$ cat config.mk
export PLATFORM = sky130hd
export DESIGN_NAME = alu_nibble_sequencer
export DESIGN_NICKNAME = d
export VERILOG_FILES = /design/src/rtl/alu_nibble_sequencer.sv
export SDC_FILE = /design/constraint.sdc
export NUM_CORES = 1
export LEC_CHECK = 0
export ABC_CLOCK_PERIOD_IN_PS = 2900
export BUFFER_PORTS_ARGS = -buffer_cell sky130_fd_sc_hd__buf_2
export CORE_ASPECT_RATIO = 0.5
export CORE_UTILIZATION = 52
export DETAILED_ROUTE_END_ITERATION = 10
export HOLD_SLACK_MARGIN = 0.12
export MAX_ROUTING_LAYER = met4
export PLACE_DENSITY = 0.83
export SETUP_SLACK_MARGIN = 0.05
export SYNTH_ARGS = -nofsm -noshare
export SYNTH_HDL_FRONTEND = slang
export SYNTH_SLANG_ARGS = --single-unit
export TNS_END_PERCENT = 5
$ cat constraint.sdc
create_clock -name clk -period 2.9 [get_ports clk]
set_clock_uncertainty 0.1 [all_clocks]
set_input_delay 0.435 -clock clk [delete_from_list [all_inputs] [get_ports clk]]
set_output_delay 0.435 -clock clk [all_outputs]
set_load 0.005 [all_outputs]
$ cat src/rtl/alu_nibble_sequencer.sv
// Serial controller driving one 4-bit 74181-style slice across WIDTH-bit operands, LSB nibble first.
// Optional op_count output (saturating 16-bit completed-op counter) enabled by defining ALU_OP_COUNT_EN.
module alu_nibble_sequencer #(
    parameter int WIDTH = 8
) (
    input  logic             clk,
    input  logic             rst,
    input  logic             req_valid,
    output logic             req_ready,
    input  logic [WIDTH-1:0] req_a,
    input  logic [WIDTH-1:0] req_b,
    input  logic [3:0]       req_s,
    input  logic             req_m,
    input  logic             req_c_in,
    output logic [3:0]       alu_a,
    output logic [3:0]       alu_b,
    output logic [3:0]       alu_s,
    output logic             alu_m,
    output logic             alu_c_in,
    input  logic [3:0]       alu_f,
    input  logic             alu_c_out,
    input  logic             alu_a_eq_b,
    output logic             res_valid,
    input  logic             res_ready,
    output logic [WIDTH-1:0] res_f,
    output logic             res_c_out,
    output logic             res_a_eq_b,
`ifdef ALU_OP_COUNT_EN
    output logic [15:0]      op_count,
`endif
    output logic             res_zero
);

    localparam int NIBBLES = WIDTH / 4;
    localparam int IDX_W   = (NIBBLES > 1) ? $clog2(NIBBLES) : 1;
    localparam logic [IDX_W-1:0] LAST_IDX = IDX_W'(NIBBLES - 1);

    typedef enum logic [1:0] {
        IDLE,
        RUN,
        DONE
    } state_t;

    state_t             state;
    state_t             state_nxt;
    logic [WIDTH-1:0]   a_lat;
    logic [WIDTH-1:0]   b_lat;
    logic [3:0]         s_lat;
    logic               m_lat;
    logic               c_in_lat;
    logic [IDX_W-1:0]   idx;
    logic               carry;
    logic               eq_acc;
    logic [WIDTH-1:0]   f_acc;
    logic               res_active;

    always_ff @(posedge clk) begin
        if (rst) begin
            state    <= IDLE;
            a_lat    <= '0;
            b_lat    <= '0;
            s_lat    <= '0;
            m_lat    <= 1'b0;
            c_in_lat <= 1'b0;
            idx      <= '0;
            carry    <= 1'b0;
            eq_acc   <= 1'b0;
            f_acc    <= '0;
        end else begin
            state <= state_nxt;
            case (state)
                IDLE: begin
                    if (req_valid) begin
                        a_lat    <= req_a;
                        b_lat    <= req_b;
                        s_lat    <= req_s;
                        m_lat    <= req_m;
                        c_in_lat <= req_c_in;
                        idx      <= '0;
                        carry    <= 1'b0;
                        eq_acc   <= 1'b1;
                        f_acc    <= '0;
                    end
                end
                RUN: begin
                    f_acc[{idx, 2'b00} +: 4] <= alu_f;
                    carry  <= alu_c_out;
                    eq_acc <= eq_acc & alu_a_eq_b;
                    idx    <= (idx == LAST_IDX) ? '0 : idx + 1'b1;
                end
                default: ;
            endcase
        end
    end

    // Slice inputs come only from registers, so alu_* results never reach an output combinationally.
    always_comb begin
        state_nxt  = state;
        req_ready  = 1'b0;
        res_active = 1'b0;
        alu_a      = '0;
        alu_b      = '0;
        alu_s      = '0;
        alu_m      = 1'b0;
        alu_c_in   = 1'b0;
        case (state)
            IDLE:    if (req_valid) state_nxt = RUN;
            RUN:     if (idx == LAST_IDX) state_nxt = DONE;
            DONE:    if (res_ready) state_nxt = IDLE;
            default: state_nxt = IDLE;
        endcase
        if (!rst) begin
            alu_s = s_lat;
            alu_m = m_lat;
            case (state)
                IDLE: req_ready = 1'b1;
                RUN: begin
                    alu_a    = a_lat[{idx, 2'b00} +: 4];
                    alu_b    = b_lat[{idx, 2'b00} +: 4];
                    alu_c_in = (idx == '0) ? c_in_lat : carry;
                end
                DONE:    res_active = 1'b1;
                default: ;
            endcase
        end
    end

    assign res_valid  = res_active;
    assign res_f      = res_active ? f_acc : '0;
    assign res_c_out  = res_active & carry;
    assign res_a_eq_b = res_active & eq_acc;
    assign res_zero   = res_active & (f_acc == '0);

`ifdef ALU_OP_COUNT_EN
    logic [15:0] op_cnt;

    always_ff @(posedge clk) begin
        if (rst) begin
            op_cnt <= '0;
        end else if (state == DONE && res_ready && op_cnt != '1) begin
            op_cnt <= op_cnt + 16'd1;
        end
    end

    assign op_count = rst ? '0 : op_cnt;
`endif

endmodule

# Word-level counts from Yosys, hierarchy flattened
# Cells that the tools add are included.
dict set report totals {
  register_bits 35
  input_bits 32
  out_inout_bits 27
  wordCells 58
}
dict set report classes {
  add_sub_neg 2
  n_eq_ne 5
  n_shift 4
  muxes 27
  bitwise 4
  n_reduce_logical 6
}
# op n
set op_table {}
lappend op_table {{2-to-1 mux 4 bit} 5}
lappend op_table {{2-to-1 mux 8 bit} 2}
lappend op_table {{one-hot mux 8 bit (2 select lines)} 1}
lappend op_table {{variable part select 8 x 4 -> 4 bit} 2}
lappend op_table {{2-to-1 mux 1 bit} 11}
lappend op_table {{bitwise mux 8 bit} 1}
lappend op_table {{logical NOT 8 bit} 1}
lappend op_table {{variable shift 4 x 5 -> 8 bit (first input constant)} 1}
lappend op_table {{variable part select 4 x 5 -> 8 bit} 1}
lappend op_table {{2-to-1 mux 2 bit} 3}
lappend op_table {{!= test 2 bit (second input constant)} 3}
lappend op_table {{one-hot mux 1 bit (2 select lines)} 3}
lappend op_table {{one-hot mux 2 bit (3 select lines)} 1}
lappend op_table {{negation 3 -> 5 bit} 1}
lappend op_table {{bitwise AND 1 bit} 4}
lappend op_table {{AND reduction 2 bit} 2}
lappend op_table {{AND reduction 3 bit} 1}
lappend op_table {{equality test 2 x 1 -> 1 bit (second input constant)} 1}
lappend op_table {{equality test 2 bit (second input constant)} 1}
lappend op_table {{logical NOT 2 bit} 1}
lappend op_table {{nonzero test 2 bit} 1}
lappend op_table {{adder 1 bit (second input constant)} 1}

# Longest topological paths before layout
# Gate-level depths: netlist of the first run.
dict set report depth {
  ltp_word 4
  mapped_depth 5
  ltp_nobuf 3
}

# Worst setup path before layout of the first run
# OpenSTA, ideal clock, no wires.
dict set report synth_path {
  path_type {input -> output}
  startpoint {input rst}
  endpoint {output res_c_out}
  t_arrival_ns 1.070
  required_time_ns 2.365
  path_slack_ns 1.295
  path_stages 4
  n_path_buf 2
  path_cell_list {clkbuf_1 > nor3_1 > buf_2 > and2_1}
}
dict set report synth_via {
  elab_chain_len 2
}
# item line
set synth_rtl {}
lappend synth_rtl {{start, declared} 7} ;# input logic rst,
lappend synth_rtl {{2-to-1 mux 1 bit} 112} ;# if (!rst) begin
lappend synth_rtl {{named net res_valid} 23} ;# output logic res_valid,
lappend synth_rtl {{bitwise AND 1 bit} 130} ;# assign res_c_out = res_active & carry;
lappend synth_rtl {{end, declared} 26} ;# output logic res_c_out,
# The timed path passes the listed nets, and every way through them passes these cells.

# Worst setup path after layout of the first run
dict set report layout_path {
  startpoint {register state[0]}
  endpoint {output alu_b[3]}
}
dict set report layout_via {
  elab_chain_len 3
}
# item line
set layout_rtl {}
lappend layout_rtl {{start, declared} 44} ;# state_t state;
lappend layout_rtl {{start signal, assigned} 70} ;# state <= state_nxt;
lappend layout_rtl {{equality test 2 x 1 -> 1 bit} 115} ;# case (state)
lappend layout_rtl {{2-to-1 mux 4 bit} 115}
lappend layout_rtl {{2-to-1 mux 4 bit} 112}
lappend layout_rtl {{end, declared} 16} ;# output logic [3:0] alu_b,
# No other way between the ends.

==> run_results.csv, run 1 <==
group,metric,value,unit
outcome,outcome,"completed",
synthesis,ys_seq_area_frac,0.434,
worst_setup_path,cp-end-kind,"output port",
pwr,power.leakage,0.841,nW
route,wl_per_cell,11.3,µm
clocking,numCtsBuffers,5,
route,vias,1470,
sta,hold_viol,0,
worst_setup_path,path_cells,"nor3b_4 > a22oi_1 > nor2_1 > buf_2",
pwr,p_per_area,517,nW/µm²
worst_setup_path,path_class,"flop to output port",
clocking,cts_root_buf,"clkbuf_8",
die,rows,13,
synthesis,synth.distinct_cells,26,
min_path,hp-class,"input pin to flop",
global_route,grtUsageTotal,0.210,
placement,pre_cts_slack,0.771,ns
cells_and_area,layout-drive-gt1-share,0.294,
sta,fin_tns_setup,0,ns
sta,slew_violations,0,
sta,setup_ws,0.489,ns
global_route,grt_max_degree,51,
global_route,grt_pass1_vias,1211,
worst_setup_path,worstPathRequired,2.37,ns
sta,tightest_slew,0.834,ns
clocking,clock_sinks,35,
die,chipWidth,80.8,µm
sta,rsz0062_at_grt,"no",
sta,min_period_over_period,0.831,
route,first_iter_violations,48,
die,die_area,3350,µm²
clocking,insertion_delay,0.28,ns
worst_setup_path,path_buf_inv,1,
clocking,clk_pin_slew,0.07,ns
pwr,ir_drop,345,µV
placement,hpwl,2.22,mm
die,start_util,0.584,
clocking,ctsHoldBuffers,0,
global_route,grt_pass1_wl,5.29,mm
clocking,cts.path.max_buffers,2,
clocking,htree_num_levels,2,
clocking,cts_setup_buffers,0,
cells_and_area,final_cell_mix,"buf_2 (58), nand2_1 (52), dfxtp_1 (35)",
worst_setup_path,cp.arrival,1.88,ns
sta,finalCriticalPeriod,2.41,ns
global_route,overflow,0,
cells_and_area,diodes,0,
sta,hold_slack,0.287,ns
die,die_h,41.4,µm
cells_and_area,area_delta_synth_final,18.8,%
pwr,power,0.991,mW
worst_setup_path,crit_path_top_delay_cell,"nor3b_4",
synthesis,synthCells,200,
worst_setup_path,cp_top_family,"simple AND/OR/NAND/NOR gates",
run,max_cap_violations,0,
route,drtAntennaViolNets,0,
die,core_area,2770,µm²
clocking,cts_tree,"done",
worst_setup_path,slowest_delay,0.62,ns
sta,fmax,415,MHz
synthesis,yosys_warnings,0,
placement,place.gp.congestion,0.783,
die,num_io_pins,59,
route,drc,0,
sta,setup_viol,0,
global_route,grt_antenna_before_repair,0,
worst_setup_path,crit_fanout,14,
clocking,cts_resized,0,
sta,relSlewSlack,0.443,
cells_and_area,final_net_count,283,
synthesis,syn_avg_cell_area,8.08,µm²
synthesis,ys_ff_latch,35,
cells_and_area,fin_util,0.694,
synthesis,syn_area,1620,µm²
route,via_per_inst,5.09,
cells_and_area,layout_commonest_cell,"buf_2",
placement,io_buffers,58,
route,finalWirelength,3.27,mm
synthesis,synth_nets,232,
worst_setup_path,start_kind,"flop",
route,first_pass_iters,5,
-- layout make-up --
class / instances / area, µm²
flip-flops and latches: 35 / 701
well taps: 37 / 46.3
clock buffers: 7 / 76.3
repair buffers: 60 / 305
clock inverters: 1 / 5.00
inverters: 2 / 7.51
fillers: 279 / 846
multi-input cells: 147 / 778
-- worst register-to-register path, cell delays in order (launching register included) --
cell and delay [ns]:
dfxtp_1 0.45, nor3b_4 0.77, nand2_1 0.14, a21oi_1 0.14
-- flip-flops by register name, indices dropped and copies added, names as in the netlist --
register  count
a_lat         8
b_lat         8
c_in_lat      1
carry         1
eq_acc        1
f_acc         8
idx           1
m_lat         1
s_lat         4
state         2
-- metrics by stage --
stage                     cells  instance area [µm²]
after CTS                   289                 1920
after global placement      281                 1840
after floorplan             200                 1620
final                       289                 1920
after global routing        289                 1920
after detailed placement    281                 1840
-- worst paths after layout --
| check | from | to | slack, ns | depth (start not counted) |
|---|---|---|---|---|
| setup / recovery | state[0] | alu_b[3] | 0.49 | 4 |
| hold / removal | req_s[3] | s_lat[3] | 0.29 | 3 |
| setup reg to reg | state[1] | b_lat[5] | 1.24 | 3 |
| hold reg to reg | s_lat[1] | s_lat[1] | 0.35 | 2 |
-- kinds of logic after synthesis --
family          Yosys count  synth area share
compound gates           46             0.167
buf+inv                  18            0.0844
flops                    35             0.434
mux                       1           0.00620
simple gates            100             0.309
-- synthesized netlist by cell type --
library cell,number,area (µm²)
a21oi_1,31,155
a21oi_2,2,17.5
clkbuf_1,6,22.5
and2b_2,1,8.76
inv_1,2,7.51
or3_1,1,6.26
and2_1,10,62.6
and3_1,1,6.26
nor2b_1,5,31.3
nand3_1,8,40.0
a22oi_1,9,67.6
dfxtp_1,35,701
nand3b_1,1,7.51
nand2_1,52,195
o21bai_1,2,15.0
or3b_4,2,22.5
nor4_1,2,12.5
and3b_4,1,12.5
mux2i_1,1,10.0
buf_2,1,5.00
a32oi_1,1,8.76
o21ai_0,1,5.00
buf_6,9,101
nor3b_4,2,37.5
nor2_1,11,41.3
nor3_1,3,15.0
-- report_power, final --
part,internal [mW],total [mW],leakage (nW),switching [mW]
clock network,0.168,0.333,0.0422,0.165
registers,0.509,0.531,0.287,0.0219
logic,0.0566,0.127,0.512,0.0703
-- layer usage --
layer / global-route usage / part of all wire / routed length, µm / up-vias
met2: 0.313 / 0.44 / 1440 / 46
met1: 0.275 / 0.49 / 1620 / 654
met3: 0.0593 / 0.056 / 183 / 5
li1: - / - / - / 765
met5: - / 0 / 0 / -
met4: 0.0679 / 0.010 / 34 / 0
Power figures use the tool's default switching activity.
==> inputs of run 2 (changes only) <==
--- a/config.mk
+++ b/config.mk
@@ -5,14 +5,14 @@
 export SDC_FILE = /design/constraint.sdc
 export NUM_CORES = 1
 export LEC_CHECK = 0
-export ABC_CLOCK_PERIOD_IN_PS = 2900
+export ABC_CLOCK_PERIOD_IN_PS = 2029
 export BUFFER_PORTS_ARGS = -buffer_cell sky130_fd_sc_hd__buf_2
 export CORE_ASPECT_RATIO = 0.5
-export CORE_UTILIZATION = 52
+export CORE_UTILIZATION = 44
 export DETAILED_ROUTE_END_ITERATION = 10
 export HOLD_SLACK_MARGIN = 0.12
 export MAX_ROUTING_LAYER = met4
-export PLACE_DENSITY = 0.83
+export PLACE_DENSITY = 0.75
 export SETUP_SLACK_MARGIN = 0.05
 export SYNTH_ARGS = -nofsm -noshare
 export SYNTH_HDL_FRONTEND = slang
==> constraint.sdc (replaced) <==
create_clock -name clk -period 2.03 [get_ports clk]
set_clock_uncertainty 0.1 [all_clocks]
set_input_delay 0.3045 -clock clk [delete_from_list [all_inputs] [get_ports clk]]
set_output_delay 0.3045 -clock clk [all_outputs]
set_load 0.005 [all_outputs]
==> run 2 against run 1 <==
  * Global-route usage decreased by 1.0 points
  * Critical path type unchanged
  * Sequential cell count unchanged
  * Power grew 53%
  * Sequential share of layout area decreased by 1.4 points
  * Largest power group unchanged
==> run_results.csv, run 2 (synthesis results as in run 1) <==
group,metric,value,unit
global_route,grtUsageTotal,0.200,
sta,finalCriticalPeriod,1.90,ns
die,rows,15,
clocking,clock_sinks,35,
route,vias,1505,
global_route,grt_antenna_before_repair,0,
route,drtAntennaViolNets,0,
worst_setup_path,path_cells,"inv_1 > nor3_1 > buf_4 > and3_1 > buf_2",
run,max_cap_violations,0,
cells_and_area,top_regs,"a_lat (8), b_lat (8), f_acc (8)",
cells_and_area,final_net_count,287,
clocking,htree_num_levels,2,
clocking,cts_root_buf,"clkbuf_8",
die,core_area,3470,µm²
route,wl_per_cell,11.4,µm
clocking,insertion_delay,0.29,ns
pwr,internal-power,1.13,mW
global_route,overflow,0,
global_route,grt_max_degree,51,
placement,pre_cts_slack,0.281,ns
worst_setup_path,cp_top_family,"flip-flops",
sta,slew_violations,0,
outcome,outcome,"completed",
global_route,grt_pass1_vias,1308,
route,finalWirelength,3.50,mm
sta,fmax,528,MHz
min_path,hp-class,"input pin to flop",
cells_and_area,final_cells,307,
cells_and_area,fin_util,0.576,
worst_setup_path,start_kind,"flop",
sta,setup_viol,0,
worst_setup_path,cp.arrival,1.49,ns
die,die_h,44.8,µm
sta,hold_viol,0,
clocking,cts.path.max_buffers,2,
placement,io_buffers,58,
worst_setup_path,worstPathRequired,1.63,ns
sta,setup_ws,0.135,ns
worst_setup_path,crit_path_top_delay_cell,"dfxtp_2",
pwr,p_sw,0.382,mW
worst_setup_path,r2r_setup_slack,0.51,ns
pwr,p_per_area,757,nW/µm²
worst_setup_path,crit_fanout,12,
pwr,ir_drop,310,µV
worst_setup_path,path_buf_inv,3,
route,via_per_inst,4.90,
pwr,power,1.51,mW
die,num_io_pins,59,
cells_and_area,diodes,0,
clocking,ctsHoldBuffers,0,
sta,rsz0062_at_grt,"yes",
die,start_util,0.465,
worst_setup_path,slowest_delay,0.48,ns
placement,place.gp.congestion,0.769,
clocking,numCtsBuffers,5,
die,chipWidth,87.7,µm
route,drc,0,
route,first_pass_iters,4,
clocking,clk_pin_slew,0.07,ns
global_route,grt_pass1_wl,5.65,mm
pwr,pwr-share-comb,0.136,
cells_and_area,layout-drive-gt1-share,0.313,
pwr,power.leakage,0.875,nW
sta,fin_tns_setup,0,ns
sta,relSlewSlack,0.673,
cells_and_area,final_cell_mix,"buf_2 (58), nand2_1 (52), dfxtp_1 (34)",
route,first_iter_violations,58,
worst_setup_path,cp-end-kind,"output port",
pwr,clock_power_share,0.367,
sta,min_period_over_period,0.934,
sta,tightest_slew,0.491,ns
pwr,swShare,0.252,
cells_and_area,layout_commonest_cell,"buf_2",
worst_setup_path,path_class,"flop to output port",
clocking,cts_tree,"done",
placement,hpwl,2.38,mm
die,die_area,3930,µm²
pwr,p_seq_frac,0.497,
placement,placedCellCount,298,
cells_and_area,area_delta_synth_final,23.8,%
==> run 2: cell types whose count changed in the layout (fill, tap and decap cells not counted), sizes merged <==
cell,delta
clkinv,-1
clkbuf,+1
buf,+4
==> run 2: cell type report <==
class	instances	area [µm²]
clock buffer	8	100
fill	342	1470
inverter	2	7.51
multi-input combinational	147	778
sequential	35	702
tap	51	63.8
timing repair buffer	64	348
==> run 2: path summary, 6_finish.rpt <==
kind	start	endpoint	cells past startpoint
max	state[1]	res_zero	5
min	req_s[2]	s_lat[2]	3
max reg2reg	state[0]	f_acc[6]	4
min reg2reg	s_lat[3]	s_lat[3]	2
==> run 2: per-stage QoR <==
step / hold WS (ns) / cell area, µm²
after CTS: 0.143 / 1980
final: 0.149 / 2000
after global placement: 0.338 / 1880
after detailed placement: 0.343 / 1880
after floorplan: 0.332 / 1620
after global routing: 0.149 / 2000
==> run 2: per-layer routing <==
layer | track usage | vias up | wire, µm
met3 | 0.0494 | 4 | 128
met2 | 0.330 | 33 | 1700
met5 | - | - | 0
li1 | - | 780 | -
met1 | 0.234 | 688 | 1650
met4 | 0.0984 | 0 | 30
==> run 2: worst min-delay path, cell delays in order <==
cell,delay (ns)
buf_2,0.10
nand2_1,0.04
a21oi_1,0.05
==> run 2: power by group through the flow <==
| stage | Combinational [mW] | Sequential (mW) | Clock [mW] |
|---|---|---|---|
| final | 0.205 | 0.753 | 0.556 |
| after global routing | 0.232 | 0.759 | 0.591 |
| after CTS | 0.198 | 0.753 | 0.574 |
| after detailed placement | 0.197 | 0.769 | 0 |
| after global placement | 0.193 | 0.766 | 0 |
| after floorplan | 0.154 | 0.761 | 0 |
==> run 2: timing repair <==
action | in CTS | in global routing
cloned | 0 | 0
gates resized for setup | 1 | 0
endpoints found under the setup margin | 20 | 18
pin swaps | 0 | 1
setup buffers | 0 | 1
